## src/rtl/instr_loader_if.sv

```systemverilog
`default_nettype none
// ============================================================================
// Module   : instr_loader_if
// Purpose  : Field-tuple handshake bundle feeding the instruction loader.
//            The master drives the decoded instruction fields and in_valid;
//            the slave (loader) returns in_ready.
// Revision : 1.0  initial release
// ============================================================================
interface instr_loader_if;
   logic       in_valid;
   logic       in_ready;
   logic [1:0] cls;
   logic       md;
   logic [3:0] op_sel;
   logic       jb;
   logic       bc;
   logic [2:0] rd;
   logic [2:0] rsA;
   logic [2:0] rsB;

   modport master (
      output in_valid, cls, md, op_sel, jb, bc, rd, rsA, rsB,
      input  in_ready
   );

   modport slave (
      input  in_valid, cls, md, op_sel, jb, bc, rd, rsA, rsB,
      output in_ready
   );
endinterface : instr_loader_if
`default_nettype wire

```

## src/rtl/instr_loader.sv

```systemverilog
`default_nettype none
// ============================================================================
// Module   : instr_loader
// Purpose  : Packs instruction field tuples into 16-bit words and writes them
//            to consecutive instruction-memory addresses starting at a
//            latched base, for a latched number of words.
// Revision : 1.0  initial release
// ============================================================================
module instr_loader #(
   parameter int ADDR_W = 8
) (
   input  wire logic              clk,
   input  wire logic              rst,
   input  wire logic              start,
   input  wire logic [ADDR_W-1:0] base_addr,
   input  wire logic [ADDR_W-1:0] length,
   input  wire logic              abort,
   instr_loader_if.slave          tup,
   output logic                   mem_we,
   output logic [ADDR_W-1:0]      mem_addr,
   output logic [15:0]            mem_wdata,
   output logic                   busy,
   output logic                   done,
   output logic                   enc_err,
   output logic [ADDR_W-1:0]      count
);

   localparam logic [1:0] IDLE = 2'd0;
   localparam logic [1:0] LOAD = 2'd1;
   localparam logic [1:0] DONE = 2'd2;

   localparam logic [ADDR_W-1:0] ADDR_ONE  = ADDR_W'(1);
   localparam logic [ADDR_W-1:0] ADDR_ZERO = '0;

   logic [1:0]        state;
   logic [ADDR_W-1:0] base;
   logic [ADDR_W-1:0] len;
   logic              accept;
   logic              is_jump;
   logic              bad_enc;
   logic              last_word;
   logic [15:0]       word;

   // The loader only takes tuples while loading; abort closes the door at once.
   assign tup.in_ready = (state == LOAD) && !abort;
   assign accept       = tup.in_valid && tup.in_ready;
   assign busy         = (state != IDLE);
   // DONE is only ever entered for one cycle, so the pulse is the state itself.
   assign done         = (state == DONE);
   assign last_word    = (count == (len - ADDR_ONE));

   // Pack the field tuple; jump/branch words reuse the md/op_sel slots.
   always_comb begin
      is_jump = (tup.cls == 2'b11);
      bad_enc = is_jump && (tup.op_sel != 4'd0);
      word    = '0;
      word[15:14] = tup.cls;
      word[13]    = is_jump ? tup.jb : tup.md;
      word[12:10] = is_jump ? 3'b000 : tup.op_sel[3:1];
      word[9]     = is_jump ? tup.bc : tup.op_sel[0];
      word[8:6]   = tup.rd;
      word[5:3]   = tup.rsA;
      word[2:0]   = tup.rsB;
   end

   // Control FSM plus registered memory write port; an accepted tuple becomes
   // a write on the following cycle, and address wrap is deliberately silent.
   always_ff @(posedge clk or posedge rst) begin
      if (rst) begin
         state     <= IDLE;
         base      <= '0;
         len       <= '0;
         count     <= '0;
         enc_err   <= 1'b0;
         mem_we    <= 1'b0;
         mem_addr  <= '0;
         mem_wdata <= '0;
      end else begin
         mem_we <= 1'b0;
         case (state)
            IDLE: begin
               if (start) begin
                  base    <= base_addr;
                  len     <= length;
                  count   <= '0;
                  enc_err <= 1'b0;
                  state   <= (length == ADDR_ZERO) ? DONE : LOAD;
               end
            end
            LOAD: begin
               if (abort) begin
                  state <= IDLE;
               end else if (accept) begin
                  mem_we    <= 1'b1;
                  mem_addr  <= base + count;
                  mem_wdata <= word;
                  count     <= count + ADDR_ONE;
                  if (bad_enc) begin
                     enc_err <= 1'b1;
                  end
                  if (last_word) begin
                     state <= DONE;
                  end
               end
            end
            DONE: begin
               state <= IDLE;
            end
            default: begin
               state <= IDLE;
            end
         endcase
      end
   end

endmodule : instr_loader
`default_nettype wire

```

## src/flat_wrapper.sv

```systemverilog
// flat-port wrapper written by rule: the top's interface ports become plain ports
module instr_loader_flat 
#(
   parameter int ADDR_W = 8
)
  (clk, rst, start, base_addr, length, abort, mem_we, mem_addr, mem_wdata, busy, done, enc_err, count, tup_in_valid, tup_cls, tup_md, tup_op_sel, tup_jb, tup_bc, tup_rd, tup_rsA, tup_rsB, tup_in_ready);
  instr_loader_if tup_i ();
  input  wire logic clk;
  input  wire logic rst;
  input  wire logic start;
  input  wire logic [ADDR_W-1:0] base_addr;
  input  wire logic [ADDR_W-1:0] length;
  input  wire logic abort;
  output logic mem_we;
  output logic [ADDR_W-1:0] mem_addr;
  output logic [15:0] mem_wdata;
  output logic busy;
  output logic done;
  output logic enc_err;
  output logic [ADDR_W-1:0] count;
  input wire logic [$bits(tup_i.in_valid)-1:0] tup_in_valid;
  input wire logic [$bits(tup_i.cls)-1:0] tup_cls;
  input wire logic [$bits(tup_i.md)-1:0] tup_md;
  input wire logic [$bits(tup_i.op_sel)-1:0] tup_op_sel;
  input wire logic [$bits(tup_i.jb)-1:0] tup_jb;
  input wire logic [$bits(tup_i.bc)-1:0] tup_bc;
  input wire logic [$bits(tup_i.rd)-1:0] tup_rd;
  input wire logic [$bits(tup_i.rsA)-1:0] tup_rsA;
  input wire logic [$bits(tup_i.rsB)-1:0] tup_rsB;
  output wire logic [$bits(tup_i.in_ready)-1:0] tup_in_ready;
  assign tup_i.in_valid = tup_in_valid;
  assign tup_i.cls = tup_cls;
  assign tup_i.md = tup_md;
  assign tup_i.op_sel = tup_op_sel;
  assign tup_i.jb = tup_jb;
  assign tup_i.bc = tup_bc;
  assign tup_i.rd = tup_rd;
  assign tup_i.rsA = tup_rsA;
  assign tup_i.rsB = tup_rsB;
  assign tup_in_ready = tup_i.in_ready;
  instr_loader #(.ADDR_W(ADDR_W)) u_core (.clk(clk), .rst(rst), .start(start), .base_addr(base_addr), .length(length), .abort(abort), .tup(tup_i), .mem_we(mem_we), .mem_addr(mem_addr), .mem_wdata(mem_wdata), .busy(busy), .done(done), .enc_err(enc_err), .count(count));
endmodule
```

## config.mk

```make
export PLATFORM = sky130hd
export DESIGN_NAME = instr_loader_flat
export DESIGN_NICKNAME = d
export VERILOG_FILES = /design/src/rtl/instr_loader_if.sv /design/src/rtl/instr_loader.sv /design/src/flat_wrapper.sv
export SDC_FILE = /design/constraint.sdc
export NUM_CORES = 1
export LEC_CHECK = 0
export BUFFER_PORTS_ARGS = -buffer_cell sky130_fd_sc_hd__buf_2
export CORE_ASPECT_RATIO = 0.8
export CORE_MARGIN = 4
export CORE_UTILIZATION = 52
export CTS_BUF_LIST = sky130_fd_sc_hd__clkbuf_16
export DETAILED_ROUTE_END_ITERATION = 8
export HOLD_SLACK_MARGIN = 0.12
export PLACE_DENSITY = 0.77
export SYNTH_ARGS = -nofsm -noshare
export SYNTH_HDL_FRONTEND = slang
export SYNTH_SLANG_ARGS = --single-unit
export TNS_END_PERCENT = 10
```

## constraint.sdc

```tcl
create_clock -name clk -period 2.35 [get_ports clk]
set_clock_uncertainty 0.1 [all_clocks]
set_input_delay 0.3525 -clock clk [delete_from_list [all_inputs] [get_ports clk]]
set_output_delay 0.3525 -clock clk [all_outputs]
set_load 0.02 [all_outputs]
```

* After elaboration in Yosys (flattened, before gate mapping)
Cells that the tools add are included.
Operators by class: equality and inequality tests 10, add/sub/neg operators 3, bitwise gates (word level) 1, multiplexer cells 21, reduce and logical (&&, ||, !) cells 14
Operators with widths (count):
- two-way mux 8 bit | 3
- one-hot mux 8 bit (2 select lines) | 1
- two-way mux 2 bit | 5
- two-way mux 1 bit | 9
- adder 8 x 1 -> 8 bit, second input constant | 1
- adder 8 bit | 1
- equality test 8 bit | 1
- zero test 8 bit | 1
- subtractor 8 x 1 -> 8 bit, second input constant | 1
- inequality test 3 x 2 -> 1 bit, second input constant | 2
- AND reduction 3 bit | 2
- AND reduction 5 bit | 1
- equality test 2 bit, second input constant | 2
- inequality test 2 x 1 -> 1 bit, second input constant | 2
- inequality test 2 bit, second input constant | 2
- one-hot mux 2 bit (2 select lines) | 1
- AND reduction 4 bit | 1
- nonzero test 2 bit | 2
- nonzero test 4 bit | 1
- logical AND 1 bit | 3
- two-way mux 3 bit | 1
- equality test 2 x 1 -> 1 bit, second input constant | 1
- zero test 2 bit | 1
- one-hot mux 1 bit (2 select lines) | 1
- other kinds (3) | 3
Storage, ports and cells: bits in registers 52, logic and storage cells 57, output and inout port bits 37

* Longest topological paths before layout
word-level depth 6, mapped depth 8

* Worst setup path before layout
Ideal clock, no wire load.
path type register -> register, start point register u_core.count[0], end point register u_core.mem_addr[6], path buffers 0, setup slack 0.332 ns, stages on the path, launching flop included 9, arrival time 1.789 ns, path through dfrtp_1 > ha_1 > inv_1 > fa_1 > nor2b_1 > o21ai_1 > a21boi_0 > or4_1 > nand3_1
On the way: word-level cells in the longest chain between the ends 1
RTL lines:
- start: declaration | line instr_loader.sv:25 | output logic [ADDR_W-1:0] count
- start signal: assignment | line instr_loader.sv:97 | count <= count + ADDR_ONE;
- adder 8 bit | line instr_loader.sv:95 | mem_addr <= base + count;
- end signal: assignment | line instr_loader.sv:95
- end: declaration | line instr_loader.sv:20 | output logic [ADDR_W-1:0] mem_addr,
No other way between the ends. A chain may end at the register's enable or synchronous reset.

* Worst setup path after layout
Ends and elaborated chain as after synthesis.

==> flow_metrics.py <==
metrics = {
    "run_status": {
        "status": "finished, final reports clean",
    },
    "drt": {
        "drt_pass1_iterations": 4,
        "routed_wl_um": 6120,
        "drc": 0,
        "ant_nets": 0,
        "vias": 2259,
        "routed_via_density": 5.19,
        "routedWlPerCell_um": 14.1,
        "initialDrtViolationCount": 114,
    },
    "grt": {
        "grt_use_total": 0.203,
        "grt_pass1_wl_um": 10000,
        "grt_max_degree": 30,
        "grt_pass1_vias": 2144,
        "grt-ovfl-total": 0,
        "antenna_found_initial": 0,
    },
    "pwr": {
        "pwr-share-clk": 0.256,
        "power_leakage_nw": 1.76,
        "p_int_w": 0.00202,
        "combPwrFrac": 0.329,
        "p_sw_frac": 0.355,
        "finalPower_w": 0.00312,
        "pwr_density_cell_mw_per_mm2": 950,
        "switching_power_w": 0.00111,
        "power_frac_seq": 0.415,
        "vdd_drop_max_mv": 0.603,
    },
    "timing": {
        "finalCriticalPeriod_ns": 2.15,
        "max_slew_margin": 0.637,
        "setup-violations-final": 0,
        "rsz0062_at_grt": "false",
        "finalCritPeriodShare": 0.914,
        "fmax_mhz": 466,
        "drv_slew": 0,
        "fin_worst_hold_slack_ns": 0.154,
        "hold_viol_final": 0,
        "tightestPinTransition_ns": 0.539,
        "fin_tns_setup_ns": 0,
    },
    "cts": {
        "htree_levels": 2,
        "numCtsBuffers": 5,
        "clkTransAtPathRegs_ns": 0.06,
        "cts_root_buffer": "clkbuf_16",
        "cts.path.max_buffers": 2,
        "worstSkewPairLatency_ns": 0.28,
        "cts_tree": "yes",
        "clock-sinks": 52,
        "cts_setup_buffers": 0,
    },
    "yosys": {
        "syn_nets": 344,
        "yosys.area.top_type_share": 0.491,
        "synth_fa_ha_area_frac": 0.0501,
        "synth_seq_area_share": 0.491,
        "post_synth.cell_area_avg_um2": 8.98,
        "synth_compound_area_frac": 0.0789,
        "ys_types": 45,
        "yosys.area.top_type": "dfrtp_1",
        "syn_inst": 295,
        "synth-edff-count": 0,
        "yosysWarnings": 0,
        "synth_xor_area_frac": 0.0628,
        "synth_top_family_by_area": "simple AND/OR/NAND/NOR gates",
        "ys_async_sr_fraction": 1.00,
        "synth_area_leaders": "dfrtp_1, nand2_1, ha_1, xnor2_1, xor2_1",
        "synth_simple_gate_area_share": 0.271,
        "syn_area_mm2": 0.00265,
        "ys.flop_type": "dfrtp_1",
        "ys_ff_latch": 52,
        "synthMuxAreaShare": 0.00756,
    },
    "placed_design": {
        "gp_congestion": 0.849,
        "hpwl_um": 4710,
        "io_buffers": 75,
    },
    "setup_path": {
        "crit_path_cell_trace": "ha_1 -> inv_1 -> fa_1 -> nor2b_1 -> o21ai_1 -> a21boi_0 -> or4_1 -> nand3_1",
        "path_buf_inv": 1,
        "worstPathMaxFanout": 7,
        "start_kind": "flip-flop",
        "crit_type": "flip-flop to flip-flop",
        "arrival_ns": 2.21,
        "cp_top_family": "adder cells",
        "required_ns": 2.42,
        "slowest_stage": "dfrtp_1",
        "critPathMaxStageDelay_ns": 0.46,
        "end_kind": "flip-flop",
    },
    "layout": {
        "n_fill_cell": 422,
        "seq_area_mm2": 0.00130,
        "antennaDiodeCount": 0,
        "multi_input_area_mm2": 0.00125,
        "nets": 423,
        "drive_above_1_share": 0.261,
        "synthToLayoutAreaGrowth_pct": 24.2,
    },
    "run": {
        "drv_cap": 0,
    },
    "floorplan": {
        "die_area_mm2": 0.00631,
        "die_h_um": 71.8,
        "start_util": 0.556,
        "core_area_mm2": 0.00476,
        "ios": 76,
        "fp.dieW_um": 87.8,
        "rows": 22,
    },
    "worst_hold_path": {
        "hp-class": "input pin to flip-flop",
    },
}
[worst paths after layout]
kind	start	endpoint	slack (ns)	depth (start not counted)
worst min-delay path	base_addr[3]	u_core.base[3]$_DFFE_PP0P_	0.15	3
max in group asynchronous	rst	u_core.state[0]$_DFFE_PP0P_	1.07	4
worst max-delay path	u_core.count[0]$_DFFE_PP0P_	u_core.mem_addr[6]$_DFFE_PP0P_	0.20	8
min in group asynchronous	rst	u_core.mem_wdata[3]$_DFFE_PP0P_	0.55	3
worst max register to register	u_core.count[0]$_DFFE_PP0P_	u_core.mem_addr[6]$_DFFE_PP0P_	0.20	8
worst min register to register	u_core.mem_wdata[4]$_DFFE_PP0P_	u_core.mem_wdata[4]$_DFFE_PP0P_	0.37	2
[through the flow]
| step | cells | util | area, µm² | setup WS [ns] |
|---|---|---|---|---|
| after floorplan | 295 | - | 2650 | 0.332 |
| after CTS | 435 | 0.691 | 3290 | 0.212 |
| after global routing | 435 | 0.691 | 3290 | 0.0887 |
| after global placement | 426 | 0.654 | 3120 | 0.366 |
| after detailed placement | 426 | 0.654 | 3120 | 0.272 |
| final | 435 | 0.691 | 3290 | 0.203 |
[registers in the layout (all words and copies together), names as in the netlist]
name / flops
u_core.mem_we: 1
u_core.mem_wdata: 16
u_core.base: 8
u_core.count: 8
u_core.mem_addr: 8
u_core.len: 8
u_core.enc_err: 1
u_core.state: 2
[routing by layer]
layer / vias up / track usage / share of wire
met4: 0 / 0.0647 / 0.013
met5: - / 0 / 0
met1: 1060 / 0.287 / 0.47
li1: 1140 / - / -
met2: 51 / 0.317 / 0.47
met3: 8 / 0.0379 / 0.051
[tightest hold or removal path, delay by kind of cell]
kind	cells	cell delay [ns]
AND/OR/NAND/NOR	2	0.08
buffers and inverters	1	0.08
[cells in the final DEF, fill, tap and decap left out, types with 9 or more instances in the layout]
cell type | netlist | layout
nand2_1 | 102 | 102
buf_2 | 8 | 75
dfrtp_1 | 52 | 52
o21ai_0 | 12 | 12
xnor2_1 | 12 | 12
inv_1 | 10 | 10
nand3_1 | 10 | 10
nor2_1 | 11 | 10
ha_1 | 9 | 9
[cell usage after synthesis (2+ instances only)]
master	number
a211oi_1	3
a21o_1	2
a21oi_1	3
buf_2	8
clkbuf_1	2
dfrtp_1	52
ha_1	9
inv_1	10
mux2i_1	2
nand2_1	102
nand2b_1	3
nand3_1	10
nand4_1	4
nor2_1	11
nor2_2	2
nor3_1	5
nor3b_1	3
nor4_1	4
o21a_1	2
o21ai_0	12
o31ai_1	4
or4_1	2
xnor2_1	12
xor2_1	7
[power groups by stage]
stage / Clock [W] / Combinational (W) / Sequential (W)
detailed placement: 0 / 0.00103 / 0.00131
global placement: 0 / 0.00101 / 0.00130
global route: 0.000862 / 0.00114 / 0.00133
CTS: 0.000817 / 0.00104 / 0.00130
floorplan: 0 / 0.000493 / 0.00149
finish: 0.000800 / 0.00103 / 0.00130
[kinds of logic (layout without fill, tap and decap cells)]
group | count (synthesis) | in the layout
compound gates | 32 | 32
xor+xnor | 19 | 19
fa+ha+maj | 10 | 10
buf+inv | 22 | 102
flops | 52 | 52
mux | 2 | 2
simple gates | 158 | 158
[repair_timing]
action,CTS,global route
gates resized for setup,0,0
endpoints found under the hold margin,23,0
hold buffers,1,0
[area by class of cell]
class,count,area share
sequential,52,0.396
multi-input combinational,221,0.381
inverter,10,0.0114
timing repair buffer,84,0.139
tap,60,0.0228
clock inverter,3,0.0118
clock buffer,5,0.0380
Note: power is estimated with default switching activity, not from simulation.
